--- src/rtl/cdb_pkg.sv ---
// Shared CDB types and constants.
// Tag encodings and source indices.
package cdb_pkg;

  localparam int N_SRC  = 6;
  localparam int TAG_W  = 4;
  localparam int DATA_W = 32;
  localparam int SRC_W  = 3;

  localparam logic [TAG_W-1:0] TAG_NONE    = 4'd0;
  localparam logic [TAG_W-1:0] TAG_LS_BASE = 4'd1;
  localparam logic [TAG_W-1:0] TAG_ADD1    = 4'd7;
  localparam logic [TAG_W-1:0] TAG_ADD2    = 4'd8;
  localparam logic [TAG_W-1:0] TAG_ADD3    = 4'd9;
  localparam logic [TAG_W-1:0] TAG_MULT1   = 4'd10;
  localparam logic [TAG_W-1:0] TAG_MULT2   = 4'd11;

  localparam logic [SRC_W-1:0] SRC_LS    = 3'd0;
  localparam logic [SRC_W-1:0] SRC_ADD1  = 3'd1;
  localparam logic [SRC_W-1:0] SRC_ADD2  = 3'd2;
  localparam logic [SRC_W-1:0] SRC_ADD3  = 3'd3;
  localparam logic [SRC_W-1:0] SRC_MULT1 = 3'd4;
  localparam logic [SRC_W-1:0] SRC_MULT2 = 3'd5;

  // Pointer advance with wrap at n-1.
  function automatic logic [SRC_W-1:0] next_ptr(
    input logic [SRC_W-1:0] i,
    input int               n
  );
    return (int'(i) == n - 1) ? '0 : i + 1'b1;
  endfunction

endpackage

--- src/rtl/cdb_arbiter_rr_pick.sv ---
// Round-robin priority picker.
// Scans from ptr upward, wrapping at N.
module rr_pick #(
  parameter int N = 6,
  parameter int W = 3
) (
  input  logic [N-1:0] req,
  input  logic [W-1:0] ptr,
  output logic [N-1:0] gnt,
  output logic [W-1:0] idx,
  output logic         any
);

  // First request at or after ptr wins.
  always_comb begin
    gnt = '0;
    idx = '0;
    any = 1'b0;
    for (int k = 0; k < N; k++) begin
      int j;
      j = int'(ptr) + k;
      if (j >= N) j = j - N;
      if (!any && req[j]) begin
        any    = 1'b1;
        gnt[j] = 1'b1;
        idx    = W'(j);
      end
    end
  end

endmodule

--- src/rtl/cdb_arbiter.sv ---
// CDB producer: per-unit holding regs, RR broadcast.
// Optional CDB_PERF_EN adds busy/conflict counters.
module cdb_arbiter #(
  parameter int N_SRC  = 6,
  parameter int TAG_W  = 4,
  parameter int DATA_W = 32
) (
  input  logic                    clk,
  input  logic                    rst_n,
  input  logic                    flush,
  input  logic [N_SRC-1:0]        src_valid,
  input  logic [N_SRC*TAG_W-1:0]  src_tag,
  input  logic [N_SRC*DATA_W-1:0] src_data,
  output logic [N_SRC-1:0]        src_ready,
  output logic                    cdb_valid,
  output logic [TAG_W-1:0]        cdb_tag,
  output logic [DATA_W-1:0]       cdb_data,
  output logic [2:0]              cdb_src
`ifdef CDB_PERF_EN
  ,
  output logic [31:0]             perf_busy_cnt,
  output logic [31:0]             perf_conflict_cnt
`endif
);

  import cdb_pkg::*;

  logic [N_SRC-1:0]  hold_vld_q, hold_vld_d;
  logic [TAG_W-1:0]  hold_tag_q  [N_SRC];
  logic [TAG_W-1:0]  hold_tag_d  [N_SRC];
  logic [DATA_W-1:0] hold_data_q [N_SRC];
  logic [DATA_W-1:0] hold_data_d [N_SRC];

  logic              cdb_valid_q, cdb_valid_d;
  logic [TAG_W-1:0]  cdb_tag_q, cdb_tag_d;
  logic [DATA_W-1:0] cdb_data_q, cdb_data_d;
  logic [2:0]        cdb_src_q, cdb_src_d;
  logic [2:0]        rr_ptr_q, rr_ptr_d;

  logic [N_SRC-1:0]  gnt;
  logic [2:0]        gnt_idx;
  logic              gnt_any;

  rr_pick #(
    .N (N_SRC),
    .W (3)
  ) u_pick (
    .req (hold_vld_q),
    .ptr (rr_ptr_q),
    .gnt (gnt),
    .idx (gnt_idx),
    .any (gnt_any)
  );

  // A slot accepts when empty or draining this cycle.
  always_comb begin
    src_ready = flush ? '0 : (~hold_vld_q | gnt);
  end

  // Holding regs, broadcast reg and pointer next-state.
  always_comb begin
    hold_vld_d  = hold_vld_q;
    hold_tag_d  = hold_tag_q;
    hold_data_d = hold_data_q;
    cdb_valid_d = 1'b0;
    cdb_tag_d   = cdb_tag_q;
    cdb_data_d  = cdb_data_q;
    cdb_src_d   = cdb_src_q;
    rr_ptr_d    = rr_ptr_q;
    if (flush) begin
      hold_vld_d = '0;
    end else begin
      for (int i = 0; i < N_SRC; i++) begin
        if (src_valid[i] && src_ready[i]) begin
          hold_vld_d[i]  = 1'b1;
          hold_tag_d[i]  = src_tag[i*TAG_W +: TAG_W];
          hold_data_d[i] = src_data[i*DATA_W +: DATA_W];
        end else if (gnt[i]) begin
          hold_vld_d[i] = 1'b0;
        end
      end
      if (gnt_any) begin
        cdb_valid_d = 1'b1;
        cdb_tag_d   = hold_tag_q[gnt_idx];
        cdb_data_d  = hold_data_q[gnt_idx];
        cdb_src_d   = gnt_idx;
        rr_ptr_d    = next_ptr(gnt_idx, N_SRC);
      end
    end
  end

  // State registers, synchronous active-low reset.
  always_ff @(posedge clk) begin
    if (!rst_n) begin
      hold_vld_q  <= '0;
      for (int i = 0; i < N_SRC; i++) begin
        hold_tag_q[i]  <= '0;
        hold_data_q[i] <= '0;
      end
      cdb_valid_q <= 1'b0;
      cdb_tag_q   <= '0;
      cdb_data_q  <= '0;
      cdb_src_q   <= '0;
      rr_ptr_q    <= '0;
    end else begin
      hold_vld_q  <= hold_vld_d;
      hold_tag_q  <= hold_tag_d;
      hold_data_q <= hold_data_d;
      cdb_valid_q <= cdb_valid_d;
      cdb_tag_q   <= cdb_tag_d;
      cdb_data_q  <= cdb_data_d;
      cdb_src_q   <= cdb_src_d;
      rr_ptr_q    <= rr_ptr_d;
    end
  end

  assign cdb_valid = cdb_valid_q;
  assign cdb_tag   = cdb_tag_q;
  assign cdb_data  = cdb_data_q;
  assign cdb_src   = cdb_src_q;

`ifdef CDB_PERF_EN
  logic [31:0] busy_q, busy_d;
  logic [31:0] conf_q, conf_d;
  logic        multi;

  // Saturating counters; flush leaves them alone.
  always_comb begin
    multi  = |(hold_vld_q & (hold_vld_q - 1'b1));
    busy_d = busy_q;
    conf_d = conf_q;
    if (cdb_valid_q && (busy_q != '1)) busy_d = busy_q + 1'b1;
    if (multi && (conf_q != '1))       conf_d = conf_q + 1'b1;
  end

  // Counter registers.
  always_ff @(posedge clk) begin
    if (!rst_n) begin
      busy_q <= '0;
      conf_q <= '0;
    end else begin
      busy_q <= busy_d;
      conf_q <= conf_d;
    end
  end

  assign perf_busy_cnt     = busy_q;
  assign perf_conflict_cnt = conf_q;
`endif

endmodule
--- config.mk ---
export PLATFORM = sky130hd
export DESIGN_NAME = cdb_arbiter
export DESIGN_NICKNAME = d
export VERILOG_FILES = /design/src/rtl/cdb_pkg.sv /design/src/rtl/cdb_arbiter_rr_pick.sv /design/src/rtl/cdb_arbiter.sv
export SDC_FILE = /design/constraint.sdc
export NUM_CORES = 1
export LEC_CHECK = 0
export CORE_ASPECT_RATIO = 0.8
export CORE_UTILIZATION = 30
export CTS_CLUSTER_DIAMETER = 80
export DETAILED_ROUTE_END_ITERATION = 8
export GPL_TIMING_DRIVEN = 0
export PLACE_DENSITY_LB_ADDON = 0.3
export SLEW_MARGIN = 20
export SYNTH_ARGS = -nofsm -noshare
export SYNTH_HDL_FRONTEND = slang
export SYNTH_SLANG_ARGS = --single-unit
--- constraint.sdc ---
create_clock -name clk -period 10.85 [get_ports clk]
set_input_delay 3.255 -clock clk [delete_from_list [all_inputs] [get_ports clk]]
set_output_delay 3.255 -clock clk [all_outputs]
set_load 0.01 [all_outputs]
Word level (Yosys, flattened, before mapping)
Cells that the tools add are included.

$add $sub $neg: 12. $lt $le $gt $ge: 19. Equality and inequality tests: 1. Muxes and demuxes: 75. Bitwise gates (word level): 10. Reductions and logical operators: 36.

Operators with widths (count): $mux 32 (8); $ge 32x1->1 const B (6); $lt 32x5->1 const B (6); $ge 32x4->1 const B (5); $sub 32x4->32 const B (5); $bmux 32 s3 (1); $mux 6 (7); $mux 1 (37); $or 6x6->6 (6); $mux 3 (7); $bmux 1 s3 (6); $demux 1 s3 (6); $logic_and 1x1->1 (17); $reduce_and 2->1 (7); $bmux 4 s3 (1); $reduce_bool 2->1 (6); $add 3x2->4 const B (2); $add 3x3->4 const B (2); $mux 4 (2); $not 6->6 (1); $logic_not 1->1 (5); $add 3x1->4 const B (1); $ge 4x4->1 const B (1); $not 3->4 (1); other kinds (6) (7).

Register bits: 265. Input bits: 225. Output and inout port bits: 46. Word-level logic and storage cells: 176.

Logic depth before layout (Yosys ltp)
Gate-level depths: netlist of the first run.

Depth after elaboration: 25. Mapped depth: 22.

By module
Synthesis of the first run repeated with hierarchy kept, for this count alone.

Cells, all modules: 1593. Area total of the unflattened synthesis: 14493.9 um2.

Modules (own cells, without submodules): cdb_arbiter (instances 1, cells an instance 1385, area each 12987.5 um2, sequential area each 5305.1 um2); rr_pick (instances 1, cells an instance 208, area each 1506.4 um2, sequential area each 0.0 um2).

Worst setup path after synthesis of the first run
OpenSTA, ideal clock, no wires.

Path kind: input to output. Start: in flush. End: out src_ready[0]. Data arrival time: 3840 ps. Setup slack: 3755 ps. Stages on the path: 3. Cell sequence: clkbuf_1 -> clkbuf_1 -> nor2_1.

Cells in the longest elaborated chain, start to end: 1.

Ends and longest elaborated chain: start: declaration (line cdb_arbiter.sv:10) `input logic flush,`; $mux 6 (line cdb_arbiter.sv:57) `src_ready = flush ? '0 : (~hold_vld_q | gnt);`; end: declaration (line cdb_arbiter.sv:14) `output logic [N_SRC-1:0] src_ready,`.

Every way passes these cells.

Worst setup path after layout of the first run
Start: reg rr_ptr_q[0]. End: out src_ready[1].

Cells in the longest elaborated chain, start to end: 23. Elaborated cells on any way between the ends: 99.

Ends and longest elaborated chain: start: declaration (line cdb_arbiter.sv:38) `logic [2:0] rr_ptr_q, rr_ptr_d;`; start signal: assignment (line cdb_arbiter.sv:113) `rr_ptr_q <= rr_ptr_d;`; parallel branches: the longest is 20 deep, another holds $sub 32x4->32; $mux 6 * (line cdb_arbiter_rr_pick.sv:23) `if (!any && req[j]) begin`; $or 6x6->6 * (line cdb_arbiter.sv:57); $mux 6 * (line cdb_arbiter.sv:57).

Mark *: on every way between the ends. The select of a mux whose other input is x is not followed.

==> results of run 1 <==
-- layout make-up --
class                           count  area [µm²]
Timing Repair Buffer              268        2683
Sequential cell                   265        5305
Tap cell                          595       744.5
Buffer                            122       616.8
Fill cell                        4298       25680
Clock buffer                       42       877.1
Multi-Input combinational cell   1109        7318
Inverter                           24       90.09
Clock inverter                     14       155.1
Antenna cell                        4       10.01
-- Yosys cell counts, types with 8 or more instances --
library cell  number
o21ai_1           37
a21oi_1           25
a222oi_1          35
o31ai_1            8
nor2_1            36
mux2i_1          187
buf_6              9
nand2b_1          10
nand3_1           77
mux2_1            37
buf_2             16
dfxtp_1          265
o21ai_0           86
inv_1             21
ha_1              19
mux2_2            37
buf_4             19
nand2_1          387
nor3_1            10
clkbuf_1          74
o211ai_1          12
-- power groups by stage --
stage	combinational, µW	clock (µW)	sequential [µW]
2_1_floorplan	1320	0	1160
3_3_place_gp	2000	0	1170
3_5_place_dp	2010	0	1170
4_1_cts	2020	1070	1150
5_1_grt	2170	1110	1160
6_report	2040	1050	1150
-- flip-flops by register name, indices dropped and copies added (netlist names) --
name,count
cdb_valid,1
cdb_data,32
rr_ptr_q,3
cdb_tag,4
hold_tag_q,24
hold_vld_q,6
cdb_src,3
hold_data_q,192
-- per-layer routing --
layer / track usage / up-vias / wire [µm]
met4: 0.04119 / 6 / 850
met5: 0 / - / 34
met2: 0.3413 / 413 / 22080
li1: - / 5955 / -
met1: 0.3268 / 5852 / 25490
met3: 0.03677 / 54 / 3378
-- worst max path at each step --
| stage | start | endpoint | slack (ps) | depth (start not counted) |
|---|---|---|---|---|
| floorplan | flush | src_ready[0] | 3760 | 3 |
| global placement | rr_ptr_q[0] | src_ready[1] | 2440 | 17 |
| detailed placement | rr_ptr_q[0] | src_ready[1] | 2490 | 17 |
| CTS | rr_ptr_q[0] | src_ready[1] | 1900 | 17 |
| global route | rr_ptr_q[0] | src_ready[1] | 1520 | 17 |
| finish | rr_ptr_q[0] | src_ready[1] | 1820 | 17 |
-- cells by family (layout without fill, tap and decap cells) --
family / after synthesis / in the layout / share of synthesized area
other cells: 0 / 4 / 0
buf+inv: 146 / 470 / 0.05303
flops: 265 / 265 / 0.3980
xor+xnor: 5 / 5 / 0.006102
simple gates: 552 / 552 / 0.1740
mux: 261 / 261 / 0.2029
compound gates: 272 / 272 / 0.1481
fa+ha+maj: 19 / 19 / 0.01783
-- worst max-delay path, stage by stage, from the launching register on --
cell,delay [ps]
dfxtp_1,340
buf_4,190
buf_6,160
inv_1,110
clkbuf_1,550
ha_1,390
buf_4,200
a21oi_1,180
nand2_1,120
and3_1,220
clkbuf_1,220
o31ai_2,830
nor3_1,250
a211oi_2,470
nand2_1,90
a21boi_0,330
nor2_1,70
clkdlybuf4s50_1,500
-- per-stage QoR --
| stage | utilization | instances |
|---|---|---|
| floorplan | - | 1520 |
| global placement | 0.3854 | 2383 |
| detailed placement | 0.3854 | 2383 |
| CTS | 0.4092 | 2439 |
| global route | 0.4092 | 2439 |
| finish | 0.4094 | 2443 |
==> flow_summary.rst, run 1 <==
.. list-table::
   :header-rows: 1

   * - Metric
     - Value
   * - Startpoint type of the worst setup path
     - flip-flop
   * - Depth of the worst register-to-register path
     - 17
   * - Worst Setup Slack post-DPL
     - 2492 ps
   * - Hold path endpoint
     - hold_data_q[151]
   * - Most common library cell in the layout ignoring fill and taps
     - nand2_1
   * - Worst VDD drop
     - between 0.00015 and 0.0002 V
   * - Clock tree from TritonCTS
     - done
   * - Dpl cell area
     - 16760 µm²
   * - Fraction of power spent switching nets
     - 0.4076
   * - Overall power after layout
     - 4243 µW
   * - Portion of the clock cycle consumed by the worst path in the final layout
     - 0.8324
   * - Fraction of final layout cells sized beyond drive strength 1
     - 0.09002
   * - Vias in the first global route
     - approximately 12000
   * - Hold Path Cell Cnt
     - 2
   * - CTS H-tree lvls
     - 1
   * - Weighted congestion at the end of routability-driven global placement
     - about 0.93
   * - Unique masters post-synth
     - 78
   * - Clock transition at the registers of the reported paths
     - 60 ps
   * - Max Fclk
     - 110.7 MHz
   * - Share of Yosys cell area claimed by the top area cell type
     - 0.3980
   * - # port buffers
     - 268
   * - Total standard cell area after synthesis
     - between 10000 and 15000 µm²
   * - Area of the placeable core
     - around 43000 µm²
   * - DRT iter0 DRCs
     - 1086
   * - DPL Wire Length
     - 41.28 mm
   * - Synth-to-layout area growth
     - 33.53%
   * - Die X-Extent
     - 237.7 µm
   * - Worst Max-Slew Pin Slew
     - 957.0 ps
   * - First-pass DRT Iterations
     - 6
   * - Die footprint
     - 45290 µm²
   * - Headroom to the max-slew limit
     - 0.3596
   * - RSZ-0062 raised after global routing
     - no
   * - Clock Tree Root
     - clkbuf_16
   * - Total length of routed wires
     - 51.84 mm
   * - Total overflow reported by the global router
     - 0
   * - Number of pins exceeding their max-slew limit in the final report
     - 0
   * - Final Hold Viols
     - 0
   * - Clock insertion delay at the later pin of the skew report
     - 560 ps
   * - Comb pwr share
     - 0.480
   * - Net count of the mapped netlist
     - 1764
   * - Buffers from clock root to sink, at most
     - 3
   * - Pleak
     - approximately 0.0067 µW
   * - Number of cell rows
     - 68
   * - Top flip-flop cell by instance count after synthesis
     - dfxtp_1
   * - Vias after detailed routing
     - 12280
   * - Clock share of power
     - 0.248
   * - Data required time of the critical path
     - 7600 ps
   * - Critical Setup Path Class
     - flip-flop to output pin
   * - PwrDens
     - 238.4 nW/µm²
   * - Post-DRT Antenna Nets
     - 0
   * - Sequential power share
     - 0.272
   * - Count of hold buffers inserted by post-cts repair
     - 0
   * - Max-capacitance violation count
     - 0
   * - Capturing element type of the critical path
     - output pin
   * - Final hold slack
     - between 400 and 500 ps
   * - Clock Sinks
     - ~270
   * - Effective utilization at floorplan
     - 0.3066
   * - Area of all placed cells without fillers
     - around 18000 µm²
   * - Worst setup margin
     - roughly 1800 ps
   * - Count of buffers added by post-CTS timing repair for setup
     - 0
   * - First-pass GRT wire length
     - 76.07 mm
   * - R2r setup slk
     - 5020 ps
   * - Post-Route Setup TNS
     - 0 ps
   * - Number of failing setup endpoints in the final timing report
     - 0
   * - Startpoint of the lowest-slack hold path
     - hold_data_q[151]
   * - I/O pin total
     - ~270
   * - Dominant cell type by area after synthesis
     - dfxtp_1
   * - Internal power summed over all cells
     - 2513 µW
   * - Clock period minus worst slack
     - between 9000 and 10000 ps
   * - Die extent in y
     - 190.5 µm
   * - Number of cells produced by synthesis
     - 1520
   * - Pin count of the biggest net entering global routing
     - 15
   * - Post-synth EDFFs
     - 0
   * - Post-cts resize count
     - 0
   * - Register bit total from synthesis
     - 265
   * - Worst Clk Skew
     - 14.43 ps
   * - Syn. warnings
     - 0
   * - Cts bufs inserted
     - 30
   * - Antenna violations before repair
     - 6
   * - Top fanout value on the critical path
     - 11
   * - Synthesized area per cell
     - 8.770 µm²
   * - Post-route DRC
     - 0
   * - Biggest area contributors in the synthesized netlist
     - dfxtp_1 (40%), mux2i_1 (14%), nand2_1 (11%)
   * - Average wire length per cell after detail routing
     - 21.22 µm
   * - Reg-to-reg critical path startpoint
     - rr_ptr_q[0]
   * - Sequential-to-total area share from yosys stat
     - 0.3980
   * - Via density per instance
     - 5.027
   * - Outcome
     - completed
   * - Total net switching power
     - 1729 µW
   * - Arrival time of data at the critical path endpoint
     - 5780 ps
   * - Commonest cells after routing, fill and taps aside
     - nand2_1 (387), clkdlybuf4s50_1 (268), dfxtp_1 (265)
   * - Total global routing track utilization
     - 0.2227
   * - Tightest Hold Check Type
     - flip-flop to flip-flop
   * - Async set-reset flop share out of synthesis
     - 0
   * - Capturing point of the worst reg2reg path
     - cdb_data[15]
   * - Nets
     - around 2100
Note: power is estimated with default switching activity, not from simulation.
==> run 2, diff against run 1 <==
clock period = 7.5 ns   (was 10.85 ns; I/O delays follow)
==> run 2 against run 1 <==
  * Flip-flop and latch count unchanged
  * Critical path depth unchanged
  * Clock skew hardly changed
  * Die area is the same
  * Cell count is 0.25% higher
  * Critical endpoint is now src_ready[5]
  * Power up 47%
  * Worst setup slack got worse by 1600 ps
  * Sequential share of layout area shrank 0.16 points
  * Sequential power grew 45%
==> flow_summary.rst, run 2 (synthesis results as in run 1) <==
.. list-table::
   :header-rows: 1

   * - Metric
     - Value
   * - Most common library cell in the layout ignoring fill and taps
     - nand2_1
   * - DRT iter0 DRCs
     - 1027
   * - Max-capacitance violation count
     - 0
   * - Worst Clk Skew
     - 14.01 ps
   * - DPL Wire Length
     - ~41 mm
   * - Final Hold Viols
     - 0
   * - Critical Setup Path Class
     - flip-flop to output pin
   * - Average wire length per cell after detail routing
     - 21.22 µm
   * - Post-DRT Antenna Nets
     - 0
   * - Die X-Extent
     - around 240 µm
   * - Metal2 WL
     - 22.15 mm
   * - # port buffers
     - 268
   * - Clock transition at the registers of the reported paths
     - 60 ps
   * - Largest register by flop count
     - hold_data_q
   * - Slowest cell on the critical path
     - clkdlybuf4s50_1
   * - Max Fclk
     - 136.7 MHz
   * - First-pass DRT Iterations
     - 6
   * - Cell count along the critical path
     - 17
   * - Arrival time of data at the critical path endpoint
     - 5070 ps
   * - Top fanout value on the critical path
     - 11
   * - Synth-to-layout area growth
     - 34.27%
   * - Depth of the worst register-to-register path
     - 20
   * - Total overflow reported by the global router
     - 0
   * - Tightest Hold Check Type
     - flip-flop to flip-flop
   * - Reg-to-reg critical path startpoint
     - rr_ptr_q[0]
   * - Cts bufs inserted
     - 30
   * - Die extent in y
     - 190.5 µm
   * - CTS H-tree lvls
     - 1
   * - Met3 wire len
     - 3.271 mm
   * - Clock insertion delay at the later pin of the skew report
     - 560 ps
   * - Capturing element type of the critical path
     - output pin
   * - Number of pins exceeding their max-slew limit in the final report
     - 0
   * - Clock tree from TritonCTS
     - done
   * - Clock Tree Root
     - clkbuf_16
   * - Commonest cells after routing, fill and taps aside
     - nand2_1 (387), clkdlybuf4s50_1 (268), dfxtp_1 (265)
   * - CP bufs+invs
     - 8
   * - RSZ-0062 raised after global routing
     - yes
   * - Pin count of the biggest net entering global routing
     - 15
   * - Number of cell rows
     - 68
   * - Count of hold buffers inserted by post-cts repair
     - 0
   * - Launch point of the critical path
     - rr_ptr_q[0]
   * - I/O pin total
     - 271
   * - Number of failing setup endpoints in the final timing report
     - 0
   * - Top metal layer carrying routed signals
     - met5
   * - Clock Sinks
     - 265
   * - Worst Max-Slew Pin Slew
     - 948.2 ps
   * - Data required time of the critical path
     - 5250 ps
   * - Area of the placeable core
     - 43480 µm²
   * - PwrDens
     - 347.8 nW/µm²
   * - Total global routing track utilization
     - 0.2227
   * - Buffers from clock root to sink, at most
     - 3
   * - End-of-flow core utilization
     - 0.4117
   * - Die footprint
     - 45290 µm²
   * - Vias after detailed routing
     - 12341
   * - Weighted congestion at the end of routability-driven global placement
     - slightly above 0.9
   * - Via density per instance
     - just over 5
   * - Number of flip-flops under the largest register name
     - roughly 190
   * - Startpoint type of the worst setup path
     - flip-flop
   * - Antenna violations before repair
     - 6
   * - Worst VDD drop
     - 0.0002189 V
   * - Nets
     - 2070
   * - Portion of the clock cycle consumed by the worst path in the final layout
     - 0.9755
   * - Final hold slack
     - about 450 ps
   * - Total length of routed wires
     - approximately 52 mm
   * - Startpoint of the lowest-slack hold path
     - hold_data_q[151]
   * - Highest cell delay on the worst timing path
     - about 550 ps
   * - Clock period minus worst slack
     - approximately 7300 ps
   * - Cell breakdown of the critical path
     - buf_4 -> buf_6 -> inv_1 -> buf_2 -> ha_1 -> buf_4 -> inv_1 -> clkbuf_4 -> ha_1 -> a21oi_1 -> or2_2 -> a21oi_4 -> nand3_4 -> nor4_1 -> o31ai_1 -> a21oi_1 -> clkdlybuf4s50_1
   * - Post-route DRC
     - 0
   * - First-pass GRT wire length
     - 76.08 mm
   * - Dominant delay contributor by cell family on the critical path
     - buffers and inverters
   * - Effective utilization at floorplan
     - 0.3066
   * - Outcome
     - completed
   * - Fraction of final layout cells sized beyond drive strength 1
     - 0.09784
   * - Routed metal-1 wirelength
     - 25.66 mm
   * - Headroom to the max-slew limit
     - 0.3656
   * - Pleak
     - 0.006720 µW
   * - Layout filler cell count
     - between 4000 and 5000
   * - Overall power after layout
     - 6224 µW
   * - Hold Path Cell Cnt
     - 2
   * - Vias in the first global route
     - 12082
[run 2: where the power goes]
part / switching (µW) / total (µW) / leakage, µW / internal, µW
logic: 1820 / 3030 / 0.00404 / 1210
clock network: 610 / 1530 / 0.000519 / 917
registers: 107 / 1670 / 0.00216 / 1560
total: 2540 / 6220 / 0.00672 / 3690
[run 2: final timing paths]
| kind | endpoint | slack (ps) |
|---|---|---|
| max | src_ready[5] | 180 |
| min | hold_data_q[151] | 450 |
| max reg2reg | cdb_data[15] | 1920 |
| min reg2reg | hold_data_q[151] | 450 |
[run 2: layer usage]
metal,global-route usage,up-vias
met2,0.3414,407
met1,0.3269,5912
li1,-,5965
met5,0,-
met3,0.03677,53
met4,0.04119,4
[run 2: layout make-up]
cell class,instances,area (µm²),share of cell area
Multi-Input combinational cell,1109,7368,0.4117
Antenna cell,4,10.01,0.0005592
Sequential cell,265,5305,0.2964
Timing Repair Buffer,274,2728,0.1524
Tap cell,595,744.5,0.04159
Clock buffer,42,877.1,0.04900
Inverter,24,90.09,0.005033
Buffer,122,620.6,0.03467
Clock inverter,14,155.1,0.008668
[run 2: what timing repair did]
action / in CTS / in global routing
pin swaps: 1 / 3
gates resized for setup: 5 / 13
setup buffers: 0 / 6
endpoints found under the setup margin: 6 / 6
gates cloned: 0 / 0
[run 2: per-stage QoR]
stage | worst slack (ps) | setup TNS [ps] | cell area (µm²) | cells
after global routing | -66.40 | -214.7 | 17890 | 2445
after detailed placement | 147.0 | 0 | 16760 | 2383
after global placement | 90.72 | 0 | 16760 | 2383
after CTS | 15.03 | 0 | 17810 | 2439
after floorplan | 1805 | 0 | 13330 | 1520
final | 183.6 | 0 | 17900 | 2449
[run 2: worst reg2reg max path, cell delays in order (launching register included)]
cell	delay, ps
dfxtp_1	380
buf_4	200
buf_6	180
inv_1	100
buf_2	230
ha_1	380
buf_4	200
inv_1	90
clkbuf_4	200
ha_1	360
a21oi_1	100
or2_2	370
a21oi_4	270
buf_4	170
o2111a_2	280
a2bb2oi_2	170
buf_2	310
clkbuf_1	550
mux2_2	410
a222oi_1	320
o21ai_1	170
==> run 3, diff against run 2 <==
PLACE_DENSITY_LB_ADDON = not set   (was 0.3)
SYNTH_HIERARCHICAL = 1   (was not set)
==> run 3 against run 2 <==
  * The run now ends with DRC left
  * Maximum frequency is 0.22% higher
  * Clock skew increased by 25 ps
  * Wire length grew 22%
  * Sequential share of layout area shrank 1.7 points
  * Worst hold slack better by 14 ps
  * First-iteration DRC count increased by 93%
  * Power is 18% higher
==> flow_summary.rst, run 3 <==
.. list-table::
   :header-rows: 1

   * - Metric
     - Value
   * - Largest family of logic cells by synthesized area
     - compound AO/OA/AOI/OAI gates
   * - Diode insertion count for antenna repair
     - 0
   * - Number of flip-flops under the largest register name
     - 192
   * - Net count of the mapped netlist
     - 1834
   * - Count of hold buffers inserted by post-cts repair
     - 0
   * - Outcome
     - finished, violations left
   * - I/O pin total
     - around 270
   * - Internal power summed over all cells
     - ~4000 µW
   * - Max Fclk
     - about 140 MHz
   * - Fraction of power spent switching nets
     - 0.4522
   * - Worst Max-Slew Pin Slew
     - 1099 ps
   * - Worst Clk Skew
     - 39.24 ps
   * - Share of Yosys cell area claimed by the top area cell type
     - 0.3660
   * - Critical Setup Path Class
     - flip-flop to output pin
   * - Top fanout value on the critical path
     - 19
   * - Pleak
     - 0.006384 µW
   * - Syn. warnings
     - 6
   * - Commonest cells in the synthesized netlist
     - dfxtp_1 (265), a21oi_1 (231), o31ai_1 (218)
   * - Die footprint
     - 49200 µm²
   * - Clock Tree Root
     - clkbuf_16
   * - Top flip-flop cell by instance count after synthesis
     - dfxtp_1
   * - Synth-to-layout area growth
     - 31.16%
   * - RSZ-0062 raised after global routing
     - yes
   * - Headroom to the max-slew limit
     - 0.2595
   * - Worst VDD drop
     - roughly 0.00023 V
   * - Die extent in y
     - 198.6 µm
   * - Max-capacitance violation count
     - 0
   * - Share of synthesized area spent on multiplexers
     - 0.08624
   * - Total net switching power
     - approximately 3300 µW
   * - PwrDens
     - 386.3 nW/µm²
   * - First-pass GRT wire length
     - 91.89 mm
   * - Clock period minus worst slack
     - 7300 ps
   * - Cell breakdown of the critical path
     - buf_6 -> buf_6 -> clkinv_4 -> ha_4 -> xor2_4 -> inv_2 -> ha_1 -> inv_1 -> ha_2 -> inv_1 -> a31oi_4 -> mux2_1 -> o211a_4 -> or3_1 -> buf_2 -> o21a_1 -> o32ai_2 -> nor2b_1 -> buf_4 -> nor2_2 -> clkdlybuf4s50_1
   * - Startpoint type of the worst setup path
     - flip-flop
   * - Highest cell delay on the worst timing path
     - around 560 ps
   * - Final Hold Viols
     - 0
   * - Post-route DRC
     - 14
   * - Portion of the clock cycle consumed by the worst path in the final layout
     - 0.9734
   * - Dominant cell by count in the synthesized netlist
     - dfxtp_1
   * - Sequential-to-total area share from yosys stat
     - 0.3660
   * - Number of cell rows
     - 71
   * - Number of pins exceeding their max-slew limit in the final report
     - 0
   * - Clock tree from TritonCTS
     - done
   * - Synthesized area per cell
     - 9.098 µm²
   * - Average wire length per cell after detail routing
     - 25.19 µm
   * - Vias after detailed routing
     - 15105
   * - Post-Synth Adder-Cell Area
     - 0.01381
   * - Clock insertion delay at the later pin of the skew report
     - 590 ps
   * - Register bit total from synthesis
     - 265
   * - Capturing element type of the critical path
     - output pin
   * - Cts bufs inserted
     - 28
   * - Total overflow reported by the global router
     - 0
   * - Most common library cell in the layout ignoring fill and taps
     - dfxtp_1
   * - Total global routing track utilization
     - 0.2495
   * - Clock Sinks
     - 265
   * - Commonest cells after routing, fill and taps aside
     - dfxtp_1 (264), clkdlybuf4s50_1 (258), a21oi_1 (231)
   * - Basic-gate share of the synthesized area counting and, or, nand and nor cells
     - 0.1653
   * - Clock transition at the registers of the reported paths
     - 70 ps
   * - Comb pwr share
     - 0.578
   * - Post-DRT Antenna Nets
     - 0
   * - Sequential power share
     - 0.226
   * - Data required time of the critical path
     - between 5000 and 6000 ps
   * - GRT met3 Usage
     - 0.04074
   * - DRT iter0 DRCs
     - roughly 2000
   * - Antenna violations before repair
     - 0
   * - Total length of routed wires
     - between 60 and 70 mm
   * - Fraction of final layout cells sized beyond drive strength 1
     - 0.08105
   * - Weighted congestion at the end of routability-driven global placement
     - 0.9356
   * - Largest register by flop count
     - hold_data_q
   * - Die X-Extent
     - approximately 250 µm
   * - Tightest Hold Check Type
     - flip-flop to flip-flop
   * - GR peak layer
     - met1
   * - Overall power after layout
     - 7343 µW
   * - Violated checks
     - DRC
   * - Clock share of power
     - 0.196
   * - Effective utilization at floorplan
     - 0.3061
   * - Vias in the first global route
     - 14079
   * - Biggest area contributors in the synthesized netlist
     - dfxtp_1 (37%), nand4b_1 (13%), o31ai_1 (11%)
   * - CTS H-tree lvls
     - 1
   * - Unique masters post-synth
     - 68
   * - Synth Area in XOR/XNOR
     - 0.004662
   * - Total standard cell area after synthesis
     - 14490 µm²
   * - Nets
     - approximately 2100
   * - # port buffers
     - 262
   * - Arrival time of data at the critical path endpoint
     - around 5100 ps
   * - End-of-flow core utilization
     - 0.4015
   * - Dominant cell type by area after synthesis
     - dfxtp_1
   * - First-pass DRT Iterations
     - 8
   * - Number of cells produced by synthesis
     - 1593
   * - DPL Wire Length
     - 49.85 mm
   * - Post-synthesis compound-gate area fraction
     - 0.2896
   * - Pin count of the biggest net entering global routing
     - 20
   * - Via density per instance
     - 5.994
   * - Slowest cell on the critical path
     - clkdlybuf4s50_1
   * - Area of the placeable core
     - 47350 µm²
   * - Post-synth EDFFs
     - 0
   * - Global Route met2 Usage
     - 0.3627
   * - Met1 global-route usage
     - 0.3783
   * - Number of failing setup endpoints in the final timing report
     - 0
   * - Buffers from clock root to sink, at most
     - 3
   * - Async set-reset flop share out of synthesis
     - 0
## run 3: what timing repair did
item / 4_1_cts / 5_1_grt
pin swaps: 0 / 3
endpoints found under the setup margin: 6 / 6
setup buffers: 0 / 2
gates resized for setup: 30 / 12
## run 3: per-stage QoR
| step | setup TNS [ps] | instance area, µm² | hold WS (ps) | cells | setup slack [ps] |
|---|---|---|---|---|---|
| final | 0 | 19010 | 468.2 | 2520 | 199.8 |
| after global routing | -27.48 | 19010 | 484.3 | 2520 | -27.48 |
| after CTS | 0 | 18960 | 467.7 | 2518 | 36.15 |
| after detailed placement | -2980 | 17890 | 458.7 | 2475 | -760.6 |
| after global placement | -3299 | 17890 | 453.4 | 2475 | -761.0 |
| after floorplan | 0 | 14490 | 447.6 | 1593 | 1127 |
## run 3: kinds of logic (layout without fill, tap and decap cells)
| group | count (synthesis) | after routing |
|---|---|---|
| mux | 123 | 123 |
| fa+ha+maj | 16 | 16 |
| simple gates | 310 | 310 |
| xor+xnor | 6 | 6 |
| buf+inv | 241 | 548 |
| compound gates | 632 | 632 |
| flops | 265 | 265 |
## run 3: per-layer routing
layer	up-vias	wire length, µm	share of wire
met2	809	26390	0.42
met3	68	6103	0.096
met4	0	1455	0.023
met1	7387	29530	0.47
met5	-	0	0
li1	6841	-	-
## run 3: cell type report
class / count / area, µm²
flip-flops and latches: 265 / 5306
inverters: 26 / 102.6
plain buffers: 208 / 967.2
clock buffers: 42 / 813.3
well taps: 620 / 775.7
clock inverters: 8 / 130.1
fillers: 4757 / 28340
repair buffers: 264 / 2648
multi-input cells: 1087 / 8268
## run 3: critical path: cells and delay by family (launching register included)
kind | cells | cell delay [ps]
xor gates and xnor gates | 1 | 200
buffers and inverters | 9 | 1680
adders and majority gates | 3 | 620
AOI/OAI and AO/OA | 4 | 720
muxes | 1 | 360
DFF | 1 | 380
and+or+nand+nor | 3 | 520
## run 3: path summary, 6_finish.rpt
kind                    start               end  slack [ps]  cells past startpoint
min reg2reg  hold_data_q[145]  hold_data_q[145]         470                      2
max               rr_ptr_q[0]      src_ready[1]         200                     21
min          hold_data_q[145]  hold_data_q[145]         470                      2
max reg2reg       rr_ptr_q[0]      cdb_data[26]        2320                     21
## run 3: power by group through the flow
stage	logic, µW	clock network (µW)	registers, µW
floorplan	2690	0	1680
global placement	4000	0	1690
detailed placement	4010	0	1690
CTS	4130	1440	1660
global route	4460	1510	1670
finish	4240	1440	1660
==> variant: new RTL, flow settings as in run 2 <==
The option `CDB_PERF_EN` is turned on by a define.
--- a/src/rtl/cdb_arbiter.sv
+++ b/src/rtl/cdb_arbiter.sv
@@ -2,2 +2,4 @@
 // Optional CDB_PERF_EN adds busy/conflict counters.
+`define CDB_PERF_EN
+
 module cdb_arbiter #(
Formal check against the unedited RTL (old outputs only; new: perf_busy_cnt and perf_conflict_cnt): same outputs for any inputs over 4 cycles, from zero or initial values and one cycle with rst_n low; that may be too few to reach the edited logic, so the function may still have changed.
==> variant against run 2 <==
- synthesized cell count up 33%
- global-route usage down 0.76 points
- synthesized area up 29%
- count of clock-buffer cells in the layout up 14
- sequential power up 22%
- setup slack better by 0.11 ns
- first-iteration DRC count up 12%
- clock power up 20%
- final cell count up 30%
- cell area up 27%
- wire length up 25%
- power up 17%
- sequential cell count up 64
==> variant: results (changes against run 2) <==
Detailed routing
  – Wire length per cell: 20.5 um (-3.5%)
  – WL met3: 4450 um (+36%)
  – Drt pass-1 iters: 7 (+1)
  – Metal-1 WL: 30400 um (+19%)
  – Met2 WL: 27900 um (+26%)
  – Initial DRC count: 1152 (+12%)
  – Routed vias/inst: 5.06 (+0.48%)

Logic synthesis
  – Most frequent cells after synthesis: nand2_1 (515), dfxtp_1 (329), mux2i_1 (259)
  – Xor and xnor fraction of the mapped netlist area: 3.01% (+2.4 points)
  – Top cells by area, synth: dfxtp_1 (38%), mux2i_1 (15%), nand2_1 (11%), a21boi_0 (3.1%), and3_1 (3.1%)

Worst setup path
  – Worst Setup EP: src_ready[0]
  – Slowest cell on crit path: dfxtp_1
  – Crit-path max cell delay: 0.57 ns (+0.02 ns)
  – R2r endpoint: cdb_data[21]
  – Crit-path max FO: 10 (-1)

GRT
  – Vias in the first global route: 15765 (+30%)
  – Gr usage total: 21.5% (-0.76 points)
  – Largest net degree at the start of global routing: 14 (-1)
  – GR Util met2: 33.1% (-1.1 points)
  – Grt met3 use: 4.33% (+0.66 points)

Final layout
  – Layout cell share with drive strength beyond 1: 7.40% (-2.4 points)

Place
  – Placement-stage cell area: 0.0215 mm^2 (+29%)
  – Port Buffer Count: 333 (+24%)
  – Routability congestion estimate: 0.930 (+0.13%)

Timing
  – PnR worst setup slack: 0.298 ns (+0.114 ns)

CTS
  – Num CTS Buffers: 38 (+27%)
  – Htree depth: 2 (+1)
  – Resized Gates After CTS: 1 (-4)

Power and ir drop
  – Leakage: 8.58 nW (+28%)
  – Design Power: 0.00729 W (+17%)
  – Power Clock: 0.00184 W (+20%)
  – P_int: 0.00423 W (+15%)

Outcome
  – Status: finished clean
-- variant: changes by cell type in the layout (fill, tap and decap cells not counted), sizes merged, moves of 22 or more --
cell           before  now
and3                4   85
clkdlybuf4s50     268  333
nand2             388  517
dfxtp             265  329
a21boi              3   72
nand3              78   38
mux2               74    6
xor2                2   24
clkbuf            116  154
o2111ai             2   36
a222oi             35    0
nor2               36   83
mux2i             187  264
xnor2               3   31
-- variant: cell type report --
type	instances	area, um^2
Clock inverter	9	75.1
Inverter	32	128
Fill cell	5708	34000
Buffer	146	855
Sequential cell	329	6590
Clock buffer	56	1140
Antenna cell	1	2.50
Tap cell	760	951
Multi-Input combinational cell	1510	9700
Timing Repair Buffer	337	3360
-- variant: through the flow --
step / hold slack (ns) / instances
after global routing: 0.465 / 3179
after floorplan: 0.429 / 2017
final: 0.451 / 3180
after detailed placement: 0.443 / 3110
after CTS: 0.454 / 3175
after global placement: 0.437 / 3110
